`src/rtl/bf_pkg.sv`:
```
// Shared Brainfuck definitions: opcodes, loader error codes, loader states.
package bf_pkg;

   localparam logic [2:0] OP_INC_PTR = 3'd0;
   localparam logic [2:0] OP_DEC_PTR = 3'd1;
   localparam logic [2:0] OP_INC     = 3'd2;
   localparam logic [2:0] OP_DEC     = 3'd3;
   localparam logic [2:0] OP_OUT     = 3'd4;
   localparam logic [2:0] OP_IN      = 3'd5;
   localparam logic [2:0] OP_JMP_FWD = 3'd6;
   localparam logic [2:0] OP_JMP_BWD = 3'd7;

   localparam logic [1:0] ERR_NONE      = 2'd0;
   localparam logic [1:0] ERR_UNMATCHED = 2'd1;
   localparam logic [1:0] ERR_UNCLOSED  = 2'd2;
   localparam logic [1:0] ERR_OVERFLOW  = 2'd3;

   typedef enum logic [1:0] {
      ST_IDLE,
      ST_LOAD,
      ST_DONE,
      ST_ERR
   } load_state_t;

endpackage

```
`src/rtl/bf_char_decode.sv`:
```
// Combinational Brainfuck character classifier: byte -> {is_cmd, opcode}.
module bf_char_decode
   import bf_pkg::*;
(
   input  logic [7:0] ch,
   output logic       is_cmd,
   output logic [2:0] opcode
);

   always_comb begin
      is_cmd = 1'b1;
      opcode = OP_INC_PTR;
      unique case (ch)
         8'h3E:   opcode = OP_INC_PTR;
         8'h3C:   opcode = OP_DEC_PTR;
         8'h2B:   opcode = OP_INC;
         8'h2D:   opcode = OP_DEC;
         8'h2E:   opcode = OP_OUT;
         8'h2C:   opcode = OP_IN;
         8'h5B:   opcode = OP_JMP_FWD;
         8'h5D:   opcode = OP_JMP_BWD;
         default: is_cmd = 1'b0;
      endcase
   end

endmodule

```
`src/rtl/bf_program_loader.sv`:
```
// Loads Brainfuck commands from the UART byte stream into program memory.
// Optional echo of accepted bytes is enabled by defining BF_LOADER_ECHO_EN.
module bf_program_loader
   import bf_pkg::*;
#(
   parameter int          ADDR_W    = 8,
   parameter logic [7:0]  TERM_CHAR = 8'h21
) (
   input  logic              clock,
   input  logic              reset,
   input  logic              start,
   input  logic              rx_valid,
   input  logic [7:0]        rx_data,
   output logic              prog_we,
   output logic [ADDR_W-1:0] prog_addr,
   output logic [2:0]        prog_wdata,
   output logic              busy,
   output logic              done,
   output logic              error,
   output logic [1:0]        err_code,
   output logic [ADDR_W:0]   prog_len,
   output logic              tx_enable,
   output logic [7:0]        tx_data,
   input  logic              tx_busy
);

   localparam logic [ADDR_W:0] CAP = {1'b1, {ADDR_W{1'b0}}};
   localparam logic [ADDR_W:0] ONE = {{ADDR_W{1'b0}}, 1'b1};

   load_state_t       state, state_n;
   logic [ADDR_W:0]   cnt, cnt_n;
   logic [ADDR_W:0]   depth, depth_n;
   logic [ADDR_W:0]   len_n;
   logic [1:0]        code_n;
   logic              we_n;
   logic [ADDR_W-1:0] addr_n;
   logic [2:0]        wdata_n;
   logic              accept;
   logic              is_cmd;
   logic [2:0]        opcode;

   bf_char_decode u_dec (
      .ch     (rx_data),
      .is_cmd (is_cmd),
      .opcode (opcode)
   );

   always_ff @(posedge clock or negedge reset) begin
      if (!reset) begin
         state      <= ST_IDLE;
         cnt        <= '0;
         depth      <= '0;
         prog_len   <= '0;
         err_code   <= ERR_NONE;
         prog_we    <= 1'b0;
         prog_addr  <= '0;
         prog_wdata <= '0;
      end else begin
         state      <= state_n;
         cnt        <= cnt_n;
         depth      <= depth_n;
         prog_len   <= len_n;
         err_code   <= code_n;
         prog_we    <= we_n;
         prog_addr  <= addr_n;
         prog_wdata <= wdata_n;
      end
   end

   always_comb begin
      state_n = state;
      cnt_n   = cnt;
      depth_n = depth;
      len_n   = prog_len;
      code_n  = err_code;
      we_n    = 1'b0;
      addr_n  = prog_addr;
      wdata_n = prog_wdata;
      accept  = 1'b0;
      if (start) begin
         state_n = ST_LOAD;
         cnt_n   = '0;
         depth_n = '0;
         len_n   = '0;
         code_n  = ERR_NONE;
      end else if (state == ST_LOAD && rx_valid) begin
         if (is_cmd) begin
            if (cnt == CAP) begin
               state_n = ST_ERR;
               code_n  = ERR_OVERFLOW;
               len_n   = cnt;
            end else if (opcode == OP_JMP_BWD && depth == '0) begin
               state_n = ST_ERR;
               code_n  = ERR_UNMATCHED;
               len_n   = cnt;
            end else begin
               we_n    = 1'b1;
               addr_n  = cnt[ADDR_W-1:0];
               wdata_n = opcode;
               cnt_n   = cnt + ONE;
               accept  = 1'b1;
               if (opcode == OP_JMP_FWD)
                  depth_n = depth + ONE;
               else if (opcode == OP_JMP_BWD)
                  depth_n = depth - ONE;
            end
         end else if (rx_data == TERM_CHAR) begin
            accept = 1'b1;
            len_n  = cnt;
            if (depth == '0) begin
               state_n = ST_DONE;
            end else begin
               state_n = ST_ERR;
               code_n  = ERR_UNCLOSED;
            end
         end
      end
   end

   assign busy  = (state == ST_LOAD);
   assign done  = (state == ST_DONE);
   assign error = (state == ST_ERR);

`ifdef BF_LOADER_ECHO_EN
   // One-entry echo buffer; a newer byte replaces an unsent one.
   logic       echo_full;
   logic [7:0] echo_data;

   always_ff @(posedge clock or negedge reset) begin
      if (!reset) begin
         echo_full <= 1'b0;
         echo_data <= '0;
      end else if (accept) begin
         echo_full <= 1'b1;
         echo_data <= rx_data;
      end else if (tx_enable) begin
         echo_full <= 1'b0;
      end
   end

   assign tx_enable = echo_full & ~tx_busy;
   assign tx_data   = echo_data;
`else
   logic unused_echo;
   assign unused_echo = tx_busy ^ accept;
   assign tx_enable   = 1'b0;
   assign tx_data     = 8'h00;
`endif

endmodule

```
`config.mk`:
```
export PLATFORM = sky130hd
export DESIGN_NAME = bf_program_loader
export DESIGN_NICKNAME = d
export VERILOG_FILES = /design/src/rtl/bf_pkg.sv /design/src/rtl/bf_char_decode.sv /design/src/rtl/bf_program_loader.sv
export SDC_FILE = /design/constraint.sdc
export NUM_CORES = 1
export LEC_CHECK = 0
export CORE_ASPECT_RATIO = 1.25
export CORE_MARGIN = 10
export CORE_UTILIZATION = 50
export DETAILED_ROUTE_END_ITERATION = 10
export PLACE_DENSITY = 0.76
export SETUP_SLACK_MARGIN = 0.02
export SLEW_MARGIN = 20
export SYNTH_ARGS = -nofsm -noshare
export SYNTH_HDL_FRONTEND = slang
export SYNTH_SLANG_ARGS = --single-unit
```
`constraint.sdc`:
```
create_clock -name clock -period 3 [get_ports clock]
set_clock_uncertainty 0.05 [all_clocks]
set_input_delay 0.75 -clock clock [delete_from_list [all_inputs] [get_ports clock]]
set_output_delay 0.75 -clock clock [all_outputs]
set_load 0.02 [all_outputs]
```
==> impl_metrics.toml, run 1 <==
[worst_setup_path]
critical_path.max_stage_delay_ns = 0.59
regToRegStartpoint = "depth[2]$_DFFE_PN0P_"
worstPathArrival_ns = 3.01
r2r_cells = 5
worstSetupPathType = "in -> reg"
startpoint_type = "primary input"
rrSetupSlack_ns = 0.58
slowest_stage = "or4_4"
crit_buf_inv = 2
required_ns = 3.12
worst_setup_path_end_kind = "flip-flop"
cp_max_fo = 5
reg2reg_to = "prog_len[2]$_DFFE_PN0P_"
cpLargestDelayFamily = "simple AND/OR/NAND/NOR gates"
path_cells = "clkbuf_2 > or2b_4 > buf_4 > or4_4 > ha_2 > or3_1 > o31a_1 > mux2i_1 > o2111ai_1"

[yosys]
synth-seq-cells = 43
yosys.area.top_type_share = 0.396
netlist_area_sq_um = 2720
synth_commonest_cells = "dfrtp_1 (43), nand2_1 (31), mux2i_1 (15)"
synthTopCellsByArea = "dfrtp_1 (40%), mux2i_1 (5.5%), mux2_2 (4.6%)"
syn_area_per_cell_sq_um = 9.93
seq_area_frac_synth = 0.396
ys.flop_type = "dfrtp_1"
async_flop_share = 1.00
synthCells = 274
ys_warn_count = 0
synth.distinct_cells = 66
yosysMostFrequentCell = "dfrtp_1"
synth_top_cell_by_area = "dfrtp_1"
synth_edf_count = 0

[sta]
final.min_clock_period_ns = 2.89
drv_slew = 0
setup_ws_ns = 0.110
fmaxAchievable_mhz = 346
slew_headroom = 0.633
fin_crit_sh = 0.963
hold_violations = 0
whs_ns = 0.380
tns_ns = 0
worstMarginPinSlew_ns = 0.551
rsz0062_at_grt = "false"
finalSetupViolations = 0

[detailed_routing]
postRouteAntennaNets = 0
drtIter0Drc = 204
routed.top_layer = "met4"
dr_wl_met3_um = 438
drt_wl_total_um = 6850
wl_per_cell_um = 16.5
wl_met1_um = 2810
wl_met2_um = 3450
firstDrtPassIters = 4
num_vias = 2409
drc_errors = 0
vias_per_cell = 5.80

[power_and_ir_drop]
vdd_drop_max_mv = 0.172
p_leak_uw = 0.00162
p_per_area_nw_per_um2 = 347

[floorplan]
rows = 29
die_h_um = 102
start_util = 0.524
coreArea_sq_um = 5190
die_area_sq_um = 8810
die_w_um = 86.0
io_pins = 48

[placement]
dp_hpwl_um = 4960
numPortBuffers = 37
gp_congestion = 0.792
dp_slack_ns = -0.663

[clock_tree]
clk_latency_ns = 0.30
cts_root_buffer = "clkbuf_8"
h-tree-depth = 2
clk_pin_slew_ns = 0.09
cts_buffers = 5
clock_sinks = 43
max-clock-path-buffers = 2
cts_tree = "done"

[global_route]
grt_pass1_vias = 2452
grt_max_degree = 44
antenna_found_initial = 0
gr-total-overflow = 0
gr-usage-all-layers = 0.159
grt_pass1_wl_um = 11700

[final_layout]
synthToLayoutAreaGrowth_pct = 32.9
drive_gt1_frac = 0.286
fin_util = 0.697
nets = 375
diodes = 0

[outcome]
status = "finished clean"

[worst_hold_path]
min_path_type = "in -> async"

[run]
max-cap-violations = 0
[worst reg2reg max path, cell delays in order, from the launching register on]
cell	delay [ns]
dfrtp_1	0.43
or4_4	0.56
nor4_4	0.33
and4b_1	0.36
o221a_2	0.38
mux2i_1	0.24
[layout make-up]
class | instances | area [sq um]
tap | 62 | 77.6
fill | 418 | 1570
multi-input combinational | 206 | 1570
inverter | 14 | 55.1
timing repair buffer | 82 | 701
clock inverter | 2 | 60.1
sequential | 43 | 1080
clock buffer | 6 | 72.6
[cells in the final DEF, fill, tap and decap left out, types with 4 or more instances in the layout]
cell type | synthesis | routed
o31ai_1 | 6 | 5
or4_1 | 5 | 5
o21ai_0 | 10 | 9
ha_4 | 0 | 4
a21oi_1 | 14 | 14
conb_1 | 1 | 9
nand3_1 | 12 | 11
nor3_1 | 7 | 7
inv_1 | 12 | 11
mux2_2 | 11 | 11
nand2_1 | 31 | 31
nor2_1 | 7 | 7
mux2i_1 | 15 | 15
dfrtp_1 | 43 | 43
or2_2 | 4 | 4
nand4_1 | 6 | 6
clkdlybuf4s50_1 | 0 | 28
buf_4 | 10 | 45
dlygate4sd2_1 | 0 | 6
clkbuf_8 | 2 | 5
[metrics by stage]
step | total power [uW] | instances | cell area [sq um]
after CTS | 1260 | 414 | 3590
final | 1260 | 415 | 3620
after floorplan | 675 | 282 | 2780
after global routing | 1290 | 415 | 3620
after detailed placement | 732 | 399 | 3370
after global placement | 730 | 399 | 3370
[per-layer routing]
metal,global-route usage,vias to the layer above
met5,0,-
met4,0.0609,0
met3,0.0366,15
met2,0.270,82
met1,0.191,1163
li1,-,1149
[state kept, by name, indices dropped and copies added (netlist names)]
| name | count |
|---|---|
| prog_wdata | 3 |
| prog_addr | 8 |
| state | 2 |
| prog_we | 1 |
| err_code | 2 |
| cnt | 9 |
| prog_len | 9 |
| depth | 9 |
[worst max-delay path by stage]
stage / start / end / slack, ns / cells after the start
global placement: rx_data[3] / depth[7]$_DFFE_PN0P_ / -0.62 / 9
detailed placement: rx_data[3] / depth[7]$_DFFE_PN0P_ / -0.66 / 9
finish: rx_data[3] / depth[8]$_DFFE_PN0P_ / 0.11 / 9
CTS: rx_data[7] / depth[8]$_DFFE_PN0P_ / 0.05 / 10
global route: rx_data[3] / depth[8]$_DFFE_PN0P_ / 0.03 / 9
floorplan: rx_data[3] / depth[6]$_DFFE_PN0P_ / -0.02 / 8
[what timing repair did]
action / 4_1_cts / 5_1_grt
buffers inserted: 6 / 1
hold buffers: 0 / 0
pin swaps: 7 / 6
endpoints found under the setup margin: 7 / 3
resized for setup: 15 / 10
gates cloned: 1 / 0
[report_power, final]
part / switching, uW / internal, uW / total [uW]
Combinational: 77.0 / 57.3 / 134
Clock: 198 / 333 / 531
Sequential: 4.69 / 586 / 591
[cell families after synthesis]
| group | after synthesis | share of synthesized area |
|---|---|---|
| DFF | 43 | 0.396 |
| buffers and inverters | 34 | 0.0750 |
| other | 1 | 0.00138 |
| adders and majority gates | 10 | 0.0488 |
| muxes | 27 | 0.106 |
| and+or+nand+nor | 103 | 0.223 |
| AOI/OAI and AO/OA | 51 | 0.134 |
| xor gates and xnor gates | 5 | 0.0161 |
(Power assumes the default switching activity.)
==> inputs of run 2 (changes only) <==
--- a/config.mk
+++ b/config.mk
@@ -7,9 +7,9 @@
 export LEC_CHECK = 0
 export CORE_ASPECT_RATIO = 1.25
 export CORE_MARGIN = 10
-export CORE_UTILIZATION = 50
+export CORE_UTILIZATION = 40
 export DETAILED_ROUTE_END_ITERATION = 10
-export PLACE_DENSITY = 0.76
+export REMOVE_ABC_BUFFERS = 1
 export SETUP_SLACK_MARGIN = 0.02
 export SLEW_MARGIN = 20
 export SYNTH_ARGS = -nofsm -noshare
==> run 2 against run 1 <==
Combinational power hardly changed. Core utilization shrank 14 points. Routed wire length fell by 0.42%.
==> impl_metrics.toml, run 2 (synthesis results as in run 1) <==
[power_and_ir_drop]
combPwrFrac = 0.115
vdd_drop_max_mv = 0.208
switching_share = 0.231
p_clk_frac = 0.374
p_int_uw = 888
switchingPower_uw = 267
p_per_area_nw_per_um2 = 312
seqPwrFrac = 0.511
p_leak_uw = 0.00164

[worst_setup_path]
required_ns = 3.13
startpoint_type = "primary input"
reg2reg_to = "err_code[1]$_DFFE_PN0P_"
cp_max_fo = 4
rrSetupSlack_ns = 0.63
crit_path_start = "rx_data[6]"
worst_setup_path_end_kind = "flip-flop"
worstPathArrival_ns = 3.02
regToRegStartpoint = "depth[2]$_DFFE_PN0P_"
r2r_cells = 6
worstSetupPathType = "in -> reg"

[floorplan]
die_area_sq_um = 10500
start_util = 0.412
die_h_um = 112
io_pins = 48
coreArea_sq_um = 6610
rows = 33
die_w_um = 93.8

[sta]
slew_headroom = 0.634
fmaxAchievable_mhz = 345
drv_slew = 0
hold_violations = 0
rsz0062_at_grt = "false"
fin_crit_sh = 0.965
worstMarginPinSlew_ns = 0.549
finalSetupViolations = 0
final.min_clock_period_ns = 2.90
tns_ns = 0

[global_route]
grt_pass1_vias = 2341
gr-usage-all-layers = 0.130
grt_pass1_wl_um = 11400
gr-total-overflow = 0
grt_util_met2 = 0.221
busiest_layer = "met2"
met1_usage = 0.158
grt_max_degree = 27
use_met3 = 0.0320
antenna_found_initial = 0

[detailed_routing]
drt_wl_total_um = 6820
wl_per_cell_um = 15.5
drc_errors = 0
drtIter0Drc = 95
firstDrtPassIters = 4
num_vias = 2349
vias_per_cell = 5.34
postRouteAntennaNets = 0

[clock_tree]
cts_buffers = 5
cts_tree = "done"
clk_latency_ns = 0.29
postCtsHoldBufs = 0
clock_sinks = 43
max-clock-path-buffers = 2
cts_root_buffer = "clkbuf_8"
h-tree-depth = 2
clk_pin_slew_ns = 0.08

[final_layout]
nets = 376
final_cell_mix = "dfrtp_1 (43), buf_4 (43), nand2_1 (30)"
largestRegisters = "cnt (9), depth (9), prog_len (9)"
drive_gt1_frac = 0.309
fin_util = 0.561
diodes = 0
synthToLayoutAreaGrowth_pct = 36.3

[placement]
numPortBuffers = 37
gp_congestion = 0.912
dp_hpwl_um = 5110

[worst_hold_path]
min_path_type = "in -> async"

[run]
max-cap-violations = 0

[outcome]
status = "finished clean"
[run 2: cell types whose count changed in the layout (fill, tap and decap cells not counted), sizes merged]
cell | before | now
clkbuf | 8 | 7
clkinvlp | 0 | 1
bufinv | 2 | 1
or4 | 8 | 7
buf | 46 | 48
[run 2: worst max-delay path by stage]
stage                     cells past startpoint  slack, ns              endpoint
after floorplan                               8      -0.47  depth[4]$_DFFE_PN0P_
after global placement                        9      -0.84  depth[4]$_DFFE_PN0P_
after detailed placement                     10      -0.92  depth[7]$_DFFE_PN0P_
after CTS                                    10       0.02  depth[7]$_DFFE_PN0P_
after global routing                          9       0.04  depth[6]$_DFFE_PN0P_
final                                         9       0.10  depth[6]$_DFFE_PN0P_
[run 2: area by class of cell]
cell class | instances | area, sq um
repair buffers | 84 | 737
well taps | 87 | 109
inverters | 14 | 52.6
clock inverters | 2 | 37.5
flip-flops and latches | 43 | 1080
multi-input cells | 205 | 1630
fillers | 590 | 2900
clock buffers | 5 | 68.8
[run 2: worst max-delay path: stages]
cell           delay [ns]
dlygate4sd2_1        0.23
nand3_2              0.10
or4_4                0.58
ha_4                 0.24
nor2b_2              0.16
o2111a_1             0.27
or4_1                0.52
nand4_1              0.11
a21oi_1              0.07
[run 2: stage by stage]
| stage | hold WS, ns | cells | setup slack [ns] | cell area, sq um | power (uW) |
|---|---|---|---|---|---|
| floorplan | 0.404 | 262 | -0.469 | 2600 | 659 |
| global placement | 0.438 | 429 | -0.839 | 3420 | 734 |
| detailed placement | 0.442 | 429 | -0.918 | 3420 | 736 |
| CTS | 0.402 | 439 | 0.0240 | 3650 | 1170 |
| global route | 0.416 | 440 | 0.0375 | 3710 | 1210 |
| finish | 0.383 | 440 | 0.104 | 3710 | 1160 |
[run 2: power by group through the flow]
stage	Clock (uW)	Combinational [uW]	Sequential, uW
after floorplan	0	51.6	608
after global placement	0	133	602
after detailed placement	0	134	602
after CTS	448	134	590
after global routing	476	146	592
final	432	133	590
[run 2: what timing repair did]
action	in CTS	in global routing
pin swaps	10	13
endpoints found under the setup margin	7	5
hold endpoints to repair	0	0
gates resized for setup	26	17
buffers inserted	3	1
[run 2: per-layer routing]
layer  up-vias  wire [um]
met2        53       3480
met3        13        416
met4         0         92
li1       1152          -
met5         -          0
met1      1131       2830
